### src/rtl/count_ctrl_fsm.sv
// Sequencing controller for the 4-digit up/down counter: switch decode, count-enable prescaler, error latch.
// Optional build macro COUNT_CTRL_ERR_CLEAR_EN adds err_clr to leave the error states without reset.
module count_ctrl_fsm #(
  parameter int unsigned TICK_DIV = 4,
  parameter logic [3:0]  ERR_DIG3 = 4'hE,
  parameter logic [3:0]  ERR_DIG2 = 4'hC
) (
  input  logic       clk,
  input  logic       reset,
  input  logic       s,
  input  logic       m,
  input  logic       l,
`ifdef COUNT_CTRL_ERR_CLEAR_EN
  input  logic       err_clr,
`endif
  output logic       rstn,
  output logic       mode,
  output logic       load,
  output logic       strt,
  output logic       run,
  output logic       is_err,
  output logic [3:0] err0,
  output logic [3:0] err1,
  output logic [3:0] err2,
  output logic [3:0] err3
);

  localparam int unsigned PW = (TICK_DIV > 1) ? $clog2(TICK_DIV) : 1;
  localparam logic [PW-1:0] PCNT_LAST = PW'(TICK_DIV - 1);

  typedef enum logic [2:0] {
    SAVE = 3'd0,
    LOAD = 3'd1,
    UP   = 3'd2,
    DOWN = 3'd3,
    ER1  = 3'd4,
    ER2  = 3'd5
  } state_t;

  state_t        state, state_nxt;
  logic          l_q;
  logic          l_rise;
  logic [PW-1:0] pcnt, pcnt_nxt;
  logic          cnt_nxt;

  assign l_rise = l & ~l_q;

  // Next-state decode; while counting, !s beats a mode change, which beats l_rise.
  always_comb begin
    state_nxt = state;
    unique case (state)
      SAVE: begin
        if (l_rise)  state_nxt = LOAD;
        else if (!s) state_nxt = SAVE;
        else if (m)  state_nxt = DOWN;
        else         state_nxt = UP;
      end
      LOAD: begin
        if (!s)     state_nxt = SAVE;
        else if (m) state_nxt = DOWN;
        else        state_nxt = UP;
      end
      UP: begin
        if (!s)          state_nxt = SAVE;
        else if (m)      state_nxt = ER1;
        else if (l_rise) state_nxt = ER2;
      end
      DOWN: begin
        if (!s)          state_nxt = SAVE;
        else if (!m)     state_nxt = ER1;
        else if (l_rise) state_nxt = ER2;
      end
      ER1, ER2: begin
`ifdef COUNT_CTRL_ERR_CLEAR_EN
        if (err_clr) state_nxt = SAVE;
`endif
      end
      default: state_nxt = SAVE;
    endcase
  end

  // Prescaler restarts on entry to UP/DOWN; strt marks the wrap cycle.
  always_comb begin
    cnt_nxt  = (state_nxt == UP) || (state_nxt == DOWN);
    pcnt_nxt = '0;
    if (cnt_nxt && (state == UP || state == DOWN)) begin
      pcnt_nxt = (pcnt == PCNT_LAST) ? '0 : pcnt + PW'(1);
    end
  end

  // Outputs are registered from the next state so they follow the state register.
  always_ff @(posedge clk) begin
    if (reset) begin
      state  <= SAVE;
      l_q    <= 1'b0;
      pcnt   <= '0;
      rstn   <= 1'b0;
      mode   <= 1'b0;
      load   <= 1'b0;
      strt   <= 1'b0;
      run    <= 1'b0;
      is_err <= 1'b0;
      err0   <= 4'h0;
      err1   <= 4'h0;
      err2   <= 4'h0;
      err3   <= 4'h0;
    end else begin
      state  <= state_nxt;
      l_q    <= l;
      pcnt   <= pcnt_nxt;
      rstn   <= (state_nxt == ER1) || (state_nxt == ER2);
      mode   <= (state_nxt == DOWN);
      load   <= (state_nxt == LOAD);
      strt   <= cnt_nxt && (pcnt_nxt == PCNT_LAST);
      run    <= cnt_nxt;
      is_err <= (state_nxt == ER1) || (state_nxt == ER2);
      err0   <= (state_nxt == ER1) ? 4'h1 : (state_nxt == ER2) ? 4'h2 : 4'h0;
      err1   <= 4'h0;
      err2   <= (state_nxt == ER1 || state_nxt == ER2) ? ERR_DIG2 : 4'h0;
      err3   <= (state_nxt == ER1 || state_nxt == ER2) ? ERR_DIG3 : 4'h0;
    end
  end

endmodule
### config.mk
export PLATFORM = sky130hd
export DESIGN_NAME = count_ctrl_fsm
export DESIGN_NICKNAME = d
export VERILOG_FILES = /design/src/rtl/count_ctrl_fsm.sv
export SDC_FILE = /design/constraint.sdc
export NUM_CORES = 1
export LEC_CHECK = 0
export CORE_MARGIN = 4
export CORE_UTILIZATION = 35
export DETAILED_ROUTE_END_ITERATION = 10
export GPL_TIMING_DRIVEN = 0
export HOLD_SLACK_MARGIN = 0.05
export PLACE_DENSITY_LB_ADDON = 0.2
export SLEW_MARGIN = 20
export SYNTH_ARGS = -nofsm -noshare
export SYNTH_HDL_FRONTEND = slang
export SYNTH_SLANG_ARGS = --single-unit
### constraint.sdc
create_clock -name clk -period 1.2 [get_ports clk]
set_clock_uncertainty 0.1 [all_clocks]
set_input_delay 0.36 -clock clk [delete_from_list [all_inputs] [get_ports clk]]
set_output_delay 0.36 -clock clk [all_outputs]
set_load 0.03 [all_outputs]
# Word-level counts from Yosys, hierarchy flattened
# Cells that the tools add are included.
[word_totals] n_memories=0 latch_bits=0 output_inout_bits=22 ram_bits=0 rom_bits=0 word_cells=50 input_bits=5 ff_bits=21
[op_classes] mux=15 shift=0 n_div=0 addsub=1 bitwise_logic=2 n_lt_le_gt_ge=0 mul=0 n_reduce_logical=8 n_eq_ne=12
[ops] op="two-way mux 3 bit" n=5
[ops] op="case mux 3 bit (5 select lines)" n=1
[ops] op="equality test 3 x 2 -> 1 bit (second input constant)" n=4
[ops] op="equality test 3 bit (second input constant)" n=4
[ops] op="two-way mux 2 bit" n=5
[ops] op="two-way mux 4 bit" n=2
[ops] op="equality test 3 x 1 -> 1 bit (second input constant)" n=2
[ops] op="equality test 2 bit (second input constant)" n=2
[ops] op="OR reduction 2 bit" n=2
[ops] op="zero test 3 bit" n=1
[ops] op="logical OR 1 bit" n=3
[ops] op="adder 2 x 1 -> 2 bit (second input constant)" n=1
[ops] op="logical AND 1 bit" n=2
[ops] op="two-way mux 1 bit" n=2
[ops] op="bitwise AND 1 bit" n=1
[ops] op="inverter 1 bit" n=1

# Longest topological paths before layout
# Gate-level depths: netlist (run 1).
[depth] ltp_word=12 depth_mapped=4 mapped_depth_nobuf=4

# Worst setup path before layout (run 1)
# Ideal clock, no wire load.
[synth_path] kind="register -> output" startpoint="reg err2[2]" endpoint="out err2[2]" required_time_ps=740 n_path_buf=1 path_stages_with_launch=2 arrival_time_ps=798 path_slack_ps=-58 path_cell_list="dfxtp_1 > buf_4"
[synth_rtl] element="start: declaration" line="24" rtl="output logic [3:0] err2,"
[synth_rtl] element="start signal: assignment" line="119" rtl="err2 <= (state_nxt == ER1 || state_nxt == ER2) ? ERR_DIG2 : 4'h0;"
# No word-level cell between the ends.

==> key figures, run 1 <==
Routing
  – Vias per inst: about 4.4
  – Via Count: 506
  – Routed Antenna Nets: 0
  – Detailed Routing Iterations Pass 1: 4
  – Drt wl/cell: approximately 12 um
  – Wirelength, routed: about 1400 um
  – Initial DRC Count: 6
  – # DRC: 0

Synth
  – Yosys warns: 0
  – Main area contributors after synthesis: dfxtp_1, buf_4, nor2b_1, nor2_1, o22ai_1
  – Seq cells post-synth: 13
  – Distinct cell type count after synthesis: 24
  – Post-synth top area cell: dfxtp_1
  – Cell count after synthesis: 63
  – Register area share after synthesis: 43.6%
  – Post-Syn Area: ~600 um2
  – Top cell type's share of synthesized area: between 40% and 50%
  – Mapped Avg Cell Area: 9.47 um2

STA
  – Final Hold Vio Count: 0
  – Max Fclk: 733 MHz
  – Final setup fails: 15
  – Final WS setup: -165 ps
  – Period minus WS final: between 1000 and 1500 ps
  – Max Slew Vio Count: 0
  – RSZ-0062 raised after global routing: yes
  – Final worst path period share: 114%

Global routing
  – M3 GR Usage: approximately 2.4%
  – Vias in the first global route: between 400 and 500
  – Antenna violations before repair: 0
  – Gr busiest metal: met2
  – Wire length of the first global-routing pass: 1920 um
  – Largest net degree at the start of global routing: 8
  – M2 GR Usage: approximately 16%
  – Met1 Usage GRT: approximately 12%
  – Grt ovf: 0
  – GRT Total Usage: 10.3%

Die
  – Die H: approximately 50 um
  – Core box area: ~0.0016 mm2
  – Die Wd: just under 50 um
  – Die area: around 0.0024 mm2
  – IO Pins: 27
  – Starting density of the core: a little under two fifths
  – Site Rows: 14

Worst hold path
  – HP Class: input port to register
  – Worst hold endpoint: load$_SDFF_PP0_
  – Hold_sp: reset
  – Worst Hold Path Cells: 2

Place
  – Placed cells: roughly 100
  – Hpwl dp: 821 um
  – DP Area: roughly 830 um2
  – IO buf count: 17
  – GP Congestion: approximately 0.8

Layout
  – Most common cell after layout, fill and taps aside: buf_4
  – Ant diodes: 0
  – Layout fillers: 140
  – Synth-to-layout area growth: 65.8%
  – Most frequent cells in the layout: buf_4, buf_6, conb_1
  – # nets final: approximately 110
  – Final non-filler cell total: about 120
  – Layout cells sized above 1: about two thirds
  – Final Cell Area: slightly below 0.001 mm2

Worst setup path
  – CP max stage delay: around 370 ps
  – Slowest cell on crit path: dfxtp_4
  – CP endpoint kind: output pin
  – R2R Path Start: state[2]$_SDFF_PP0_
  – Worst path arrival time: 910 ps
  – Cell Chain, Critical Path: buf_4 > buf_6
  – Crit Path Class: register to output pin
  – WP buf/inv: 2
  – Worst path depth: 2
  – Register-to-Register Path Depth: 4
  – CP Launch Type: register
  – R2r endpoint: pcnt[0]$_SDFF_PP0_
  – CP max FO: 7
  – CP startpoint: err2[2]$_SDFF_PP0_
  – Worst R2R Setup Slack: -120 ps
  – Family with the most delay on the worst path: flip-flops
  – Worst EP required: approximately 740 ps

Power
  – Tot Pwr: ~0.0011 W
  – PD cells: 1060 mW/mm2
  – Pleak: 0.476 nW
  – Maximum vdd drop: a little under 0.5 mV

CTS
  – Clock transition at path regs: approximately 80 ps
  – Buffer depth of the longest clock path: 2
  – Clock sinks: 13
  – H-tree Lvls: 1
  – CTS root buf: clkbuf_4
  – Worst-Skew Late Latency: around 270 ps
  – CTS tree: built
  – Inserted Clock Buffers: 3

Run status
  – Failing checks: negative setup slack
  – Outcome: finished, violations left

Flow run
  – Max_cap viols: 0
cells in the mapped netlist:
cell type / instances
a21oi_1: 1
and2_1: 1
and2_2: 2
and3b_2: 1
buf_4: 15
conb_1: 1
dfxtp_1: 13
ha_1: 1
inv_1: 1
nand2_1: 1
nand2_2: 1
nand2b_1: 1
nand4b_1: 1
nor2_1: 6
nor2b_1: 4
nor3_1: 1
nor3b_1: 2
nor3b_2: 1
o211a_1: 1
o21ai_0: 2
o22ai_1: 3
o41ai_1: 1
or3_1: 1
xor2_1: 1
per-layer routing:
layer	wire [um]	up-vias
met2	724	18
met4	0	0
met1	548	226
li1	-	262
met3	79	0
met5	0	-
worst max path at each step:
stage	to	slack, ps
floorplan	pcnt[0]$_SDFF_PP0_	-20
global placement	pcnt[0]$_SDFF_PP0_	-670
detailed placement	pcnt[0]$_SDFF_PP0_	-720
CTS	err3[3]	-170
global route	err2[3]	-190
finish	err2[3]	-170
per-stage QoR:
stage,worst slack (ps),TNS [ps],utilization (%),hold WS [ps]
final,-165,-1520,63.5,269
after detailed placement,-718,-10700,53.0,437
after CTS,-165,-1300,59.0,244
after floorplan,-15.1,-15.1,-,327
after global routing,-194,-2140,63.5,267
after global placement,-667,-10140,53.0,414
area by class of cell:
type                            count  area (um2)  area share [%]
Buffer                             15         113            11.4
Clock buffer                        4        26.3            2.65
Inverter                            1        3.75           0.379
Multi-Input combinational cell     42         327            33.0
Sequential cell                    13         280            28.3
Tap cell                           16        20.0            2.02
Timing Repair Buffer               24         220            22.3
state kept, by name, summed over array words and instances (netlist names):
name / count
pcnt: 2
strt: 1
run: 1
load: 1
state: 3
l_q: 1
mode: 1
err2: 1
err0: 2
power by group:
group / total, W / internal (W) / switching, W
clock network: 0.000269 / 0.000129 / 0.000140
registers: 0.000482 / 0.000454 / 0.0000278
logic: 0.000301 / 0.000140 / 0.000161
total: 0.00105 / 0.000723 / 0.000329
logic make-up after synthesis:
family                     share of synthesized area, %
and+or+nand+nor                                    23.9
buffers and inverters                              19.5
DFF                                                43.6
AOI/OAI and AO/OA                                  8.80
xor gates and xnor gates                           1.47
adders and majority gates                          2.10
other                                             0.628
what timing repair did:
item                                   CTS  global route
setup buffers                            6             1
endpoints found under the hold margin    0             0
setup endpoints to repair               25            20
pin swaps                                5             3
hold buffers                             0             0
gates resized for setup                105            23
(Power assumes the default switching activity.)
==> run 2: changes to the inputs <==
Settings changed: CAP_MARGIN from default to 10.
==> results of run 2 <==
The final DEF is identical to that of run 1; final timing and power are the same.
